File: config.mk
export PLATFORM = sky130hd
export DESIGN_NAME = mux4_arbiter
export DESIGN_NICKNAME = d
export VERILOG_FILES = /design/src/rtl/mux4_arbiter.sv
export SDC_FILE = /design/constraint.sdc
export NUM_CORES = 1
export LEC_CHECK = 0
export CAP_MARGIN = 20
export CELL_PAD_IN_SITES_DETAIL_PLACEMENT = 1
export CELL_PAD_IN_SITES_GLOBAL_PLACEMENT = 2
export CORE_MARGIN = 8
export CORE_UTILIZATION = 24
export CTS_CLUSTER_DIAMETER = 40
export CTS_CLUSTER_SIZE = 28
export DETAILED_ROUTE_END_ITERATION = 16
export GPL_ROUTABILITY_DRIVEN = 0
export PLACE_DENSITY = 0.85
export SYNTH_ARGS = -nofsm -noshare
export SYNTH_HDL_FRONTEND = slang
export SYNTH_SLANG_ARGS = --single-unit
File: constraint.sdc
create_clock -name clk -period 2.7 [get_ports clk]
set_clock_uncertainty 0.2 [all_clocks]
set_input_delay 0.54 -clock clk [delete_from_list [all_inputs] [get_ports clk]]
set_output_delay 0.54 -clock clk [all_outputs]
set_load 0.01 [all_outputs]
File: src/rtl/mux4_arbiter.sv
// Purpose: round-robin (or fixed-priority with MUX4_ARB_FIXED_PRIO_EN) arbiter driving a 4:1 WIDTH-bit mux.
// Latency: req -> gnt 1 cycle; transfer edge -> dout/dout_valid 1 cycle; 1 word/cycle while owner holds req.
// Backpressure: none; a word moves on every edge with gnt[i]&req[i], owner may be preempted after HOLD_MAX words.
module mux4_arbiter #(
  parameter int WIDTH    = 8,
  parameter int HOLD_MAX = 4
) (
  input  logic             clk,
  input  logic             rst_n,
  input  logic [3:0]       req,
  input  logic [WIDTH-1:0] Ain,
  input  logic [WIDTH-1:0] Bin,
  input  logic [WIDTH-1:0] Cin,
  input  logic [WIDTH-1:0] Din,
  output logic [3:0]       gnt,
  output logic [1:0]       reg_sel,
  output logic [WIDTH-1:0] dout,
  output logic             dout_valid,
  output logic             busy
);

  typedef enum logic {IDLE = 1'b0, GRANT = 1'b1} state_t;

  state_t           state, state_nxt;
  logic [3:0]       gnt_nxt;
  logic [1:0]       sel_nxt;
  logic             xfer;
  logic [3:0]       others;
  logic             grant_new;
  logic [1:0]       new_idx;
  logic [WIDTH-1:0] mux_dat;

`ifdef MUX4_ARB_FIXED_PRIO_EN
  logic [3:0]       higher;
`else
  localparam int HW = (HOLD_MAX > 1) ? $clog2(HOLD_MAX) : 1;
  localparam logic [HW-1:0] HOLD_LAST = HW'(HOLD_MAX - 1);

  logic [1:0]       rr_ptr, rr_nxt;
  logic [HW-1:0]    hold_cnt, hold_nxt;

  // First set bit of r at or above start, wrapping modulo 4.
  function automatic logic [1:0] rr_pick(input logic [3:0] r, input logic [1:0] start);
    logic [1:0] idx;
    rr_pick = start;
    for (int k = 3; k >= 0; k--) begin
      idx = start + 2'(k);
      if (r[idx]) rr_pick = idx;
    end
  endfunction
`endif

  // Lowest set index of r (A has highest priority).
  function automatic logic [1:0] low_pick(input logic [3:0] r);
    low_pick = 2'd0;
    for (int k = 3; k >= 0; k--) begin
      if (r[k]) low_pick = 2'(k);
    end
  endfunction

  // A word moves whenever the granted requester is still requesting.
  assign xfer   = (state == GRANT) && req[reg_sel];
  // Contenders other than the current owner; in IDLE gnt is zero so this is all of req.
  assign others = req & ~gnt;
  assign busy   = |gnt;

  // Shared 4:1 data mux steered by the registered select.
  always_comb begin
    mux_dat = Ain;
    case (reg_sel)
      2'd0:    mux_dat = Ain;
      2'd1:    mux_dat = Bin;
      2'd2:    mux_dat = Cin;
      default: mux_dat = Din;
    endcase
  end

  // Next owner, state and bookkeeping.
  always_comb begin
    state_nxt = state;
    gnt_nxt   = gnt;
    sel_nxt   = reg_sel;
    grant_new = 1'b0;
`ifdef MUX4_ARB_FIXED_PRIO_EN
    new_idx   = low_pick(others);
    higher    = req & ((4'b0001 << reg_sel) - 4'b0001);
`else
    new_idx   = rr_pick(others, rr_ptr);
    rr_nxt    = rr_ptr;
    hold_nxt  = hold_cnt;
`endif
    case (state)
      IDLE: begin
        if (|req) grant_new = 1'b1;
      end
      default: begin
        if (!req[reg_sel]) begin
          // Owner released: hand over without a bubble, or go idle.
          if (|others) begin
            grant_new = 1'b1;
          end else begin
            state_nxt = IDLE;
            gnt_nxt   = 4'b0000;
          end
        end else begin
`ifdef MUX4_ARB_FIXED_PRIO_EN
          // Only a higher-priority requester may take over on a transfer.
          if (|higher) begin
            grant_new = 1'b1;
            new_idx   = low_pick(higher);
          end
`else
          if ((hold_cnt == HOLD_LAST) && (|others)) begin
            grant_new = 1'b1;
          end else if (hold_cnt != HOLD_LAST) begin
            hold_nxt = hold_cnt + 1'b1;
          end
`endif
        end
      end
    endcase
    if (grant_new) begin
      state_nxt = GRANT;
      gnt_nxt   = 4'b0001 << new_idx;
      sel_nxt   = new_idx;
`ifndef MUX4_ARB_FIXED_PRIO_EN
      rr_nxt    = new_idx + 2'd1;
      hold_nxt  = '0;
`endif
    end
  end

  // Arbitration state register.
  always_ff @(posedge clk) begin
    if (!rst_n) begin
      state   <= IDLE;
      gnt     <= 4'b0000;
      reg_sel <= 2'd0;
`ifndef MUX4_ARB_FIXED_PRIO_EN
      rr_ptr   <= 2'd0;
      hold_cnt <= '0;
`endif
    end else begin
      state   <= state_nxt;
      gnt     <= gnt_nxt;
      reg_sel <= sel_nxt;
`ifndef MUX4_ARB_FIXED_PRIO_EN
      rr_ptr   <= rr_nxt;
      hold_cnt <= hold_nxt;
`endif
    end
  end

  // Output word register: capture on transfer, otherwise hold and drop the strobe.
  always_ff @(posedge clk) begin
    if (!rst_n) begin
      dout       <= '0;
      dout_valid <= 1'b0;
    end else begin
      dout_valid <= xfer;
      if (xfer) dout <= mux_dat;
    end
  end

endmodule

Word-level counts from Yosys, hierarchy flattened:

Index checks and enable logic that the tools add are counted.

* bits in registers: 20
* output and inout bits: 16
* word-level logic and storage cells: 65

* add/sub/neg operators: 5
* order comparisons: 5
* equality and inequality tests: 6
* shift-type cells: 1
* mux-type cells: 27
* bitwise logic cells: 4
* reduce and logical (&&, ||, !) cells: 10

Operators with widths (number)
* case mux 8 bit (3 select lines): 1
* 2-to-1 mux 4 bit: 4
* < comparator 2 x 3 -> 1 bit (second input constant): 5
* 2-to-1 mux 1 bit: 13
* OR reduction 4 bit: 3
* binary-select mux 1 bit (select 2 bit): 5
* 2-to-1 mux 2 bit: 4
* adder 2 x 1 -> 2 bit (second input constant): 3
* inequality test 2 bit (second input constant): 3
* adder 2 bit (second input constant): 2
* AND 4 bit: 1
* == test 2 bit (second input constant): 2
* NOT 4 bit: 1
* AND reduction 4 bit: 1
* << shifter 1 x 2 -> 4 bit (first input constant): 1
* AND reduction 3 bit: 1
* == test 2 x 1 -> 1 bit (second input constant): 1
* logical AND 1 bit: 2
* logical NOT 2 bit: 1
* NOT 1 bit: 2
* nonzero test 2 bit: 1
* OR reduction 2 bit: 1

Logic depth before layout (Yosys ltp):

* depth in word-level cells: 10
* depth in mapped cells: 7

Worst setup path before layout:

OpenSTA, ideal clock, no wires.

* path type: register -> register
* start point: register reg_sel[0]
* end point: register reg_sel[0]
* setup time: 128 ps
* arrival time: 1683 ps
* required time: 2372 ps
* setup slack: 689 ps
* cell stages (with the launch flop): 8
* buffers on the path: 2
* clock period less this slack: 2011 ps
* cells stage by stage: dfxtp_1 > buf_6 > mux4_2 > nand2_2 > o221a_4 > buf_6 > mux2i_1 > nor2_1

* cells in the longest elaborated chain, start to end: 4

Ends and longest elaborated chain
* start, declared: line 16 `output logic [1:0] reg_sel,`
* start signal, assigned: line 146 `reg_sel <= sel_nxt;`
* binary-select mux 1 bit (select 2 bit): line 97 `if (!req[reg_sel]) begin`
* 2-to-1 mux 1 bit (implied by the code): line 97
* 2-to-1 mux 1 bit: line 97
* 2-to-1 mux 1 bit: line 92 `case (state)`

Every way passes these cells. The select of a mux whose other input is x is not followed.
A chain may end at the register's enable or synchronous reset.

Worst setup path in the final report:

* start point: input req[0]
* end point: register rr_ptr[1]

* cells in the longest elaborated chain, start to end: 8
* elaborated cells on any way between the ends: 24
* classes of those cells: add/sub: 1; mux: 19; bitwise: 1; reduce/logical: 3

Ends and longest elaborated chain
* start, declared: line 10 `input logic [3:0] req,`
* AND 4 bit: line 64 `assign others = req & ~gnt;`
* binary-select mux 1 bit (select 2 bit): line 48 `if (r[idx]) rr_pick = idx;`
* 2-to-1 mux 1 bit (implied by the code): line 48
* 2-to-1 mux 2 bit (4 in a row): line 48
* adder 2 x 1 -> 2 bit: line 127 `rr_nxt = new_idx + 2'd1;`
* end signal, assigned: line 148 `rr_ptr <= rr_nxt;`
* end, declared: line 39 `logic [1:0] rr_ptr, rr_nxt;`

Parallel ways exist; a longest one is shown, timed or not. The select of a mux whose other input is x is not followed.

==> impl_metrics.toml <==
[run_status]
status = "finished, final reports clean"

[cts]
clockRootBuffer = "clkbuf_8"
clkSinkCount = 20
clk_pin_slew_ns = 0.08
insertion_delay_ns = 0.26
cts_resized = 0
cts_buffers = 3
cts-hold-fix-buffers = 0
clock_path_buffers = 2
cts_tree = "done"
h-tree-depth = 1
postCtsSetupRepairBufs = 0

[critical_path]
critPathKind = "in2reg"
reg2reg_depth = 5
cp_max_fo = 6
critical_path_required_ns = 2.68
ff2ff_setup_slack_ns = 0.63
critPathArrivalTime_ns = 2.35
cp-start-kind = "input pin"
rr_startpoint = "reg_sel[1]"
worstPathCellList = "clkdlybuf4s50_1, nand2b_1, and3_1, o41a_2, xnor2_1, a211oi_2"
cp-end-kind = "register"
r2r-end = "gnt[0]"
cp_slowest_cell = "clkdlybuf4s50_1"
cpPeakStageDelay_ns = 0.54
path_delay_family = "compound AO/OA/AOI/OAI gates"
path_buf_inv = 1

[route]
drc = 0
vias_per_cell = 4.73
wirelength_um = 3760
drtIter0Drc = 56
drt_pass1_iterations = 3
drt-wirelength-per-cell_um = 16.4
vias = 1084
ant_nets = 0

[sta]
fin_crit_sh = 0.878
tns_ns = 0
max_clock_freq_ghz = 0.422
setup_viol = 0
final-max-slew-violation-count = 0
final_hold_viol_count = 0
setup_slack_ns = 0.328
finalCriticalPeriod_ns = 2.37
tightest_slew_ns = 0.515
maxSlewHeadroom = 0.656
rsz0062_at_grt = "false"

[global_routing]
grt_pass1_vias = 1344
grt_max_degree = 16
grt_overflow = 0
grt_pass1_wl_um = 6170
gr-usage-all-layers = 0.104
antenna_found_initial = 0

[cells_and_area]
diodes = 0
final_cell_area_mm2 = 0.00184
syn_to_final_growth_pct = 56.3
multi_input_area_um2 = 721
fillers = 516
ff_latch_area_um2 = 400
drive_above_1_share = 0.0802
nets = 202

[pwr]
power.density_mw_per_mm2 = 762
peakVddDrop_v = 0.000228
p_leak_nw = 0.710

[die]
fp.dieW_um = 86.0
die-area_mm2 = 0.00739
io_pins = 54
die_height_um = 86.0
core-area_mm2 = 0.00472
rows = 25
start_util = 0.249

[hold_path]
holdPathStages = 2
min-delay-path-class = "reg2reg"
min_delay_worst_endpoint = "hold_cnt[1]"
hp-start = "hold_cnt[1]"

[yosys]
synth.distinct_cells = 38
synth_warnings = 0
netlist_area_mm2 = 0.00117
ys_seq_area_frac = 0.341
synthCells = 108
synth_commonest_cells = "20 x dfxtp_1, 15 x nor2_1, 10 x mux2i_1"
synthTopCellsByArea = "dfxtp_1 34%, mux4_1 18%, mux2i_1 8.5%, nor2_1 4.8%, nand2b_1 2.7%"
synth_edf_count = 0
synth-seq-cells = 20
yosys.area.top_type = "dfxtp_1"
async_flop_share = 0
avgSynthCellArea_um2 = 10.9
synth-main-ff-cell = "dfxtp_1"
synth_top_area_share = 0.341
syn-num-nets = 147
synth_most_common_cell = "dfxtp_1"

[run]
cap_violations = 0

[place]
io_buffer_count = 53
place_area_mm2 = 0.00177
dp_slack_ns = 0.0949
dp_hpwl_um = 3090
==> registers in the layout (all words and copies together), names as in the netlist <==
name,count
rr_ptr,2
gnt,4
hold_cnt,2
dout,8
state,1
reg_sel,2
dout_valid,1
==> final cells by class <==
type                    count  share of cell area
clock inverters             1              0.0163
repair buffers             55               0.297
flip-flops and latches     20               0.218
well taps                  67              0.0456
clock buffers               3              0.0225
multi-input cells          79               0.392
inverters                   4             0.00817
==> through the flow <==
| stage | total power [mW] | hold slack (ns) | util | std cells |
|---|---|---|---|---|
| CTS | 1.42 | 0.306 | 0.389 | 229 |
| global route | 1.49 | 0.340 | 0.389 | 229 |
| finish | 1.40 | 0.302 | 0.389 | 229 |
| floorplan | 0.849 | 0.255 | - | 108 |
| detailed placement | 1.11 | 0.289 | 0.374 | 225 |
| global placement | 1.08 | 0.275 | 0.374 | 225 |
==> per-layer routing <==
layer,GRT usage,vias up,wire length (um)
met3,0.0430,5,356
met4,0.0287,0,38
met5,0,-,0
met2,0.195,41,1890
met1,0.102,519,1470
li1,-,519,-
==> worst register-to-register path, delay by kind of cell (launching register included) <==
family             cells  cell delay, ns
muxes                  1            0.41
and+or+nand+nor        2            0.36
DFF                    1            0.63
AOI/OAI and AO/OA      2            0.42
==> worst max-delay path by stage <==
stage | to | depth (start not counted) | slack, ns | startpoint
finish | rr_ptr[1] | 6 | 0.33 | req[0]
floorplan | reg_sel[0] | 7 | 0.69 | reg_sel[0]
global route | rr_ptr[1] | 6 | 0.24 | req[0]
global placement | rr_ptr[1] | 6 | 0.15 | req[0]
CTS | busy | 2 | 0.34 | gnt[3]
detailed placement | rr_ptr[1] | 6 | 0.09 | req[0]
==> kinds of logic (layout without fill, tap and decap cells) <==
logic type,Yosys count,after routing,synth area share
AND/OR/NAND/NOR,38,38,0.166
flip-flops,20,20,0.341
AO/OA/AOI/OAI,19,19,0.138
multiplexers,19,19,0.283
buffers and inverters,9,63,0.0458
XOR/XNOR,2,2,0.0149
adder cells (fa/ha/maj),1,1,0.0106
==> placed cells by master (no fill, tap or decap), drive strengths merged, types with 2 or more instances in the layout <==
cell type / instances
mux2i: 10
mux4: 9
o21ai: 4
nand3b: 2
o221ai: 2
a21oi: 5
xnor2: 2
buf: 2
nand2b: 5
nor2: 16
inv: 4
nand2: 5
nor3b: 2
dfxtp: 20
clkbuf: 3
clkdlybuf4s50: 53
nor2b: 2
==> power by group <==
part	leakage [nW]	internal [mW]	switching [mW]
clock	0.0357	0.198	0.104
combinational	0.510	0.375	0.283
sequential	0.164	0.362	0.0774
total	0.710	0.935	0.464
No activity file was read; power rests on OpenSTA's default activity.
==> RTL change 1: new RTL, same settings <==
Add a define of `MUX4_ARB_FIXED_PRIO_EN`.
--- a/src/rtl/mux4_arbiter.sv
+++ b/src/rtl/mux4_arbiter.sv
@@ -1,6 +1,8 @@
 // Purpose: round-robin (or fixed-priority with MUX4_ARB_FIXED_PRIO_EN) arbiter driving a 4:1 WIDTH-bit mux.
 // Latency: req -> gnt 1 cycle; transfer edge -> dout/dout_valid 1 cycle; 1 word/cycle while owner holds req.
 // Backpressure: none; a word moves on every edge with gnt[i]&req[i], owner may be preempted after HOLD_MAX words.
+`define MUX4_ARB_FIXED_PRIO_EN
+
 module mux4_arbiter #(
   parameter int WIDTH    = 8,
   parameter int HOLD_MAX = 4
Formal check against the unedited RTL: not equivalent (Yosys sat finds a counterexample within 4 cycles, from zero or initial values and one cycle with rst_n low).
==> RTL change 1 against the unedited design <==
- setup slack worse by 0.0016 ns
- synthesized area decreased by 17%
- wire length up 2.9%
- non-clock buffer count is 7 higher
- global-route usage grew 1.9 points
- count of clock-buffer cells in the layout is 1 higher
- sequential cell count is 4 lower
- design area fell by 9.1%
- die area fell by 14%
Power is not compared: it rests on default switching activity, and its combinational part moved more than twofold at a synthesized area within 25%.
==> RTL change 1: results (changes against the unedited design) <==
[outcome]
outcome = completed  ; unchanged

[global_routing]
grt_pass1_vias = 1207  ; was 1344
grt_max_degree = 15  ; was 16
grt_util_all_layers = 0.123  ; was 0.104
grt_pass1_wl_um = 6110  ; was 6170 µm

[synth]
syn_inst = 92  ; was 108
synth_nets = 130  ; was 147
synth_seq_area_share = 0.328  ; was 0.341
synthTopCellsByCount = dfxtp_1 (16), nor2_1 (11), mux4_2 (9)  ; was dfxtp_1 (20), nor2_1 (15), mux2i_1 (10)
ys_types = 34  ; was 38
synthMuxAreaShare = 0.290  ; was 0.283
synth_compound_area_frac = 0.177  ; was 0.138
synth_area_leaders = dfxtp_1 (33%), mux4_2 (21%), mux2i_1 (8.2%), nor2_1 (4.2%), a32o_1 (4.1%)  ; was dfxtp_1 (34%), mux4_1 (18%), mux2i_1 (8.5%), nor2_1 (4.8%), nand2b_1 (2.7%)
synthXorXnorAreaFrac = 0  ; was 0.0149

[worst_setup_path]
crit_arrival_ns = 1.63  ; was 2.35 ns
rr_endpoint = gnt[1]  ; was gnt[0]
rrSetupSlack_ns = 0.60  ; was 0.63 ns
r2r_cells = 4  ; was 5
crit_fanout = 5  ; was 6

[clock_network]
clk_transition_reported_paths_ns = 0.06  ; was 0.08 ns
clock_path_buffers = 2  ; unchanged

[timing]
tightest_slew_ns = 0.440  ; was 0.515 ns
hold_slack_ns = 0.297  ; was 0.302 ns
setup_slack_ns = 0.327  ; was 0.328 ns

[min_path]
min_from = dout[4]  ; was hold_cnt[1]
hold_end = dout[4]  ; was hold_cnt[1]

[layout]
drive_above_1_share = 0.188  ; was 0.0802
biggestRegsByFlops = dout (8), gnt (4), reg_sel (2)  ; was dout (8), gnt (4)
final_cell_count_no_fill = 204  ; was 229
nNetsFinal = 193  ; was 202

[detailed_routing]
viasPerCell = 5.30  ; was 4.73
drtPass1Iterations = 5  ; was 3
drt_iter0_markers = 36  ; was 56
post_drt_wl_per_cell_um = 19.0  ; was 16.4 µm

[placement]
hpwlAfterDp_um = 3180  ; was 3090 µm
dpl_cell_area_um2 = 1610  ; was 1770 µm²
dp_slack_ns = 0.0841  ; was 0.0949 ns

RTL change 1: metal layers:
layer / wire (µm) / global-route usage / vias up
li1: - / - / 483
met1: 1480 / 0.120 / 530
met2: 1890 / 0.224 / 61
met3: 484 / 0.0597 / 7
met4: 25 / 0.0345 / 0
met5: 0 / 0 / -
RTL change 1: cell type report:
type                       count  area (µm²)
clock buffer                   4        55.1
fill                         453        2300
inverter                       6        22.5
multi-input combinational     66         611
sequential                    16         320
tap                           50        62.6
timing repair buffer          62         598
RTL change 1: how the worst max path moves through the flow:
stage,to,from,cells after the start
after detailed placement,gnt[3],req[3],5
after global placement,gnt[2],req[3],5
after floorplan,gnt[1],req[3],4
after global routing,busy,gnt[3],2
after CTS,busy,gnt[3],2
final,busy,gnt[3],2
RTL change 1: critical path, cell delays in order, from the launching register on:
cell and delay (ns):
dfxtp_1 0.35, or4_1 0.53, clkdlybuf4s50_1 0.50
==> RTL change 2: new RTL, same flow settings <==
Without the edit above. Make the reset (`rst_n`) asynchronous in 2 clocked blocks.
--- a/src/rtl/mux4_arbiter.sv
+++ b/src/rtl/mux4_arbiter.sv
@@ -131,7 +131,7 @@
   end
 
   // Arbitration state register.
-  always_ff @(posedge clk) begin
+  always_ff @(posedge clk or negedge rst_n) begin
     if (!rst_n) begin
       state   <= IDLE;
       gnt     <= 4'b0000;
@@ -152,7 +152,7 @@
   end
 
   // Output word register: capture on transfer, otherwise hold and drop the strobe.
-  always_ff @(posedge clk) begin
+  always_ff @(posedge clk or negedge rst_n) begin
     if (!rst_n) begin
       dout       <= '0;
       dout_valid <= 1'b0;
Formal check against the unedited RTL: differs if rst_n is asserted again (counterexample within 4 cycles, from zero or initial values and one cycle with rst_n low); with rst_n held inactive, the same outputs for 10 cycles.
==> RTL change 2 against the unedited design <==
- first-iteration DRC count fell by 77%
- setup slack got worse by 0.078 ns
- clock power fell by 3%
- sequential cell count did not move
- total power rose by 42%
- synthesized cell count fell by 18%
- synthesized area fell by 0.85%
- wire length fell by 2.7%
- design area rose by 0.61%
==> RTL change 2: results (changes against the unedited design) <==
[outcome]
outcome = completed  ; unchanged

[layout]
seq_cells = 20  ; unchanged
seq_share = 0.271  ; was 0.218
multi_input_area_share = 0.336  ; was 0.392
buf_share = 0.303  ; was 0.297
fill_cells = 508  ; was 516
signal_buffers = 57  ; was 55
multi_input_cells = 60  ; was 79
n_all_inverters = 7  ; was 4
nNetsFinal = 188  ; was 202
clock_area_frac = 0.0386  ; was 0.0388

[synth]
syn_inst = 89  ; was 108
synthFlopType = dfrtp_1  ; was dfxtp_1
synth_area_leaders = dfrtp_1 (43%), mux4_2 (17%), mux2_2 (8.7%), o21ai_0 (2.6%), inv_1 (2.3%)  ; was dfxtp_1 (34%), mux4_1 (18%), mux2i_1 (8.5%), nor2_1 (4.8%), nand2b_1 (2.7%)
synth_async_sr_flop_share = 1.00  ; was 0
synthTopCellsByCount = dfrtp_1 (20), mux2_2 (9), mux4_2 (9)  ; was dfxtp_1 (20), nor2_1 (15), mux2i_1 (10)
ys_types = 32  ; was 38

[global_routing]
grt_util_all_layers = 0.104  ; about the same
grtUsageMet2 = 0.171  ; was 0.195
grtUsageMet1 = 0.121  ; was 0.102
grt_max_degree = 21  ; was 16
grt_pass1_vias = 1171  ; was 1344

[placement]
place_inst = 198  ; was 225

[detailed_routing]
wl_um = 3660  ; was 3760 µm
post_drt_wl_per_cell_um = 18.1  ; was 16.4 µm
wl_met1_um = 1490  ; was 1470 µm
drtPass1Iterations = 6  ; was 3
wl_met2_um = 1850  ; was 1890 µm

[power]
clock_power_mw = 0.294  ; was 0.302 mW
ir_worst_vdd_mv = 0.331  ; was 0.228 mV
p_seq_frac = 0.281  ; was 0.314
power_switching_mw = 0.692  ; was 0.464 mW
p_leak_nw = 0.739  ; was 0.710 nW

[worst_setup_path]
crit_fanout = 4  ; was 6

RTL change 2: cell types whose count changed in the layout (fill, tap and decap cells not counted), moves of 3 or more:
cell and change:
a21oi_1 -3, dfrtp_1 +20, dfxtp_1 -20, inv_1 +3
mux2_2 +9, mux2i_1 -10, mux4_1 -8, mux4_2 +8
nor2_1 -14, o21ai_0 +4, o22ai_1 +3
RTL change 2: worst max-delay path, stage by stage, from the launching register on:
cell and delay (ns):
dfrtp_1 0.43, or4_1 0.53, clkdlybuf4s50_1 0.50
RTL change 2: through the flow:
step / cell area, µm² / setup WS [ns] / hold WS [ns] / total power, mW
floorplan: 1160 / 0.650 / 0.0444 / 1.23
global placement: 1780 / 0.182 / 0.287 / 1.67
detailed placement: 1780 / 0.130 / 0.299 / 1.72
CTS: 1850 / 0.232 / 0.318 / 2.02
global route: 1850 / 0.205 / 0.336 / 2.13
finish: 1850 / 0.251 / 0.316 / 1.99
RTL change 2: cells by family (layout without fill, tap and decap cells):
family | after synthesis | count (layout) | share of synthesized area
muxes | 18 | 18 | 0.261
and+or+nand+nor | 20 | 20 | 0.121
DFF | 20 | 20 | 0.430
adders and majority gates | 1 | 1 | 0.0107
buffers and inverters | 9 | 68 | 0.0365
AOI/OAI and AO/OA | 20 | 20 | 0.133
xor gates and xnor gates | 1 | 1 | 0.00752
RTL change 2: worst paths after layout:
path,start,to,slack (ns),depth (start not counted)
hold reg to reg,dout[1],dout[1],0.32,1
setup reg to reg,reg_sel[1],reg_sel[1],0.72,4
min in group asynchronous,rst_n,hold_cnt[0],0.43,2
setup / recovery,gnt[0],busy,0.25,2
max in group asynchronous,rst_n,dout[4],1.66,2
hold / removal,dout[1],dout[1],0.32,1
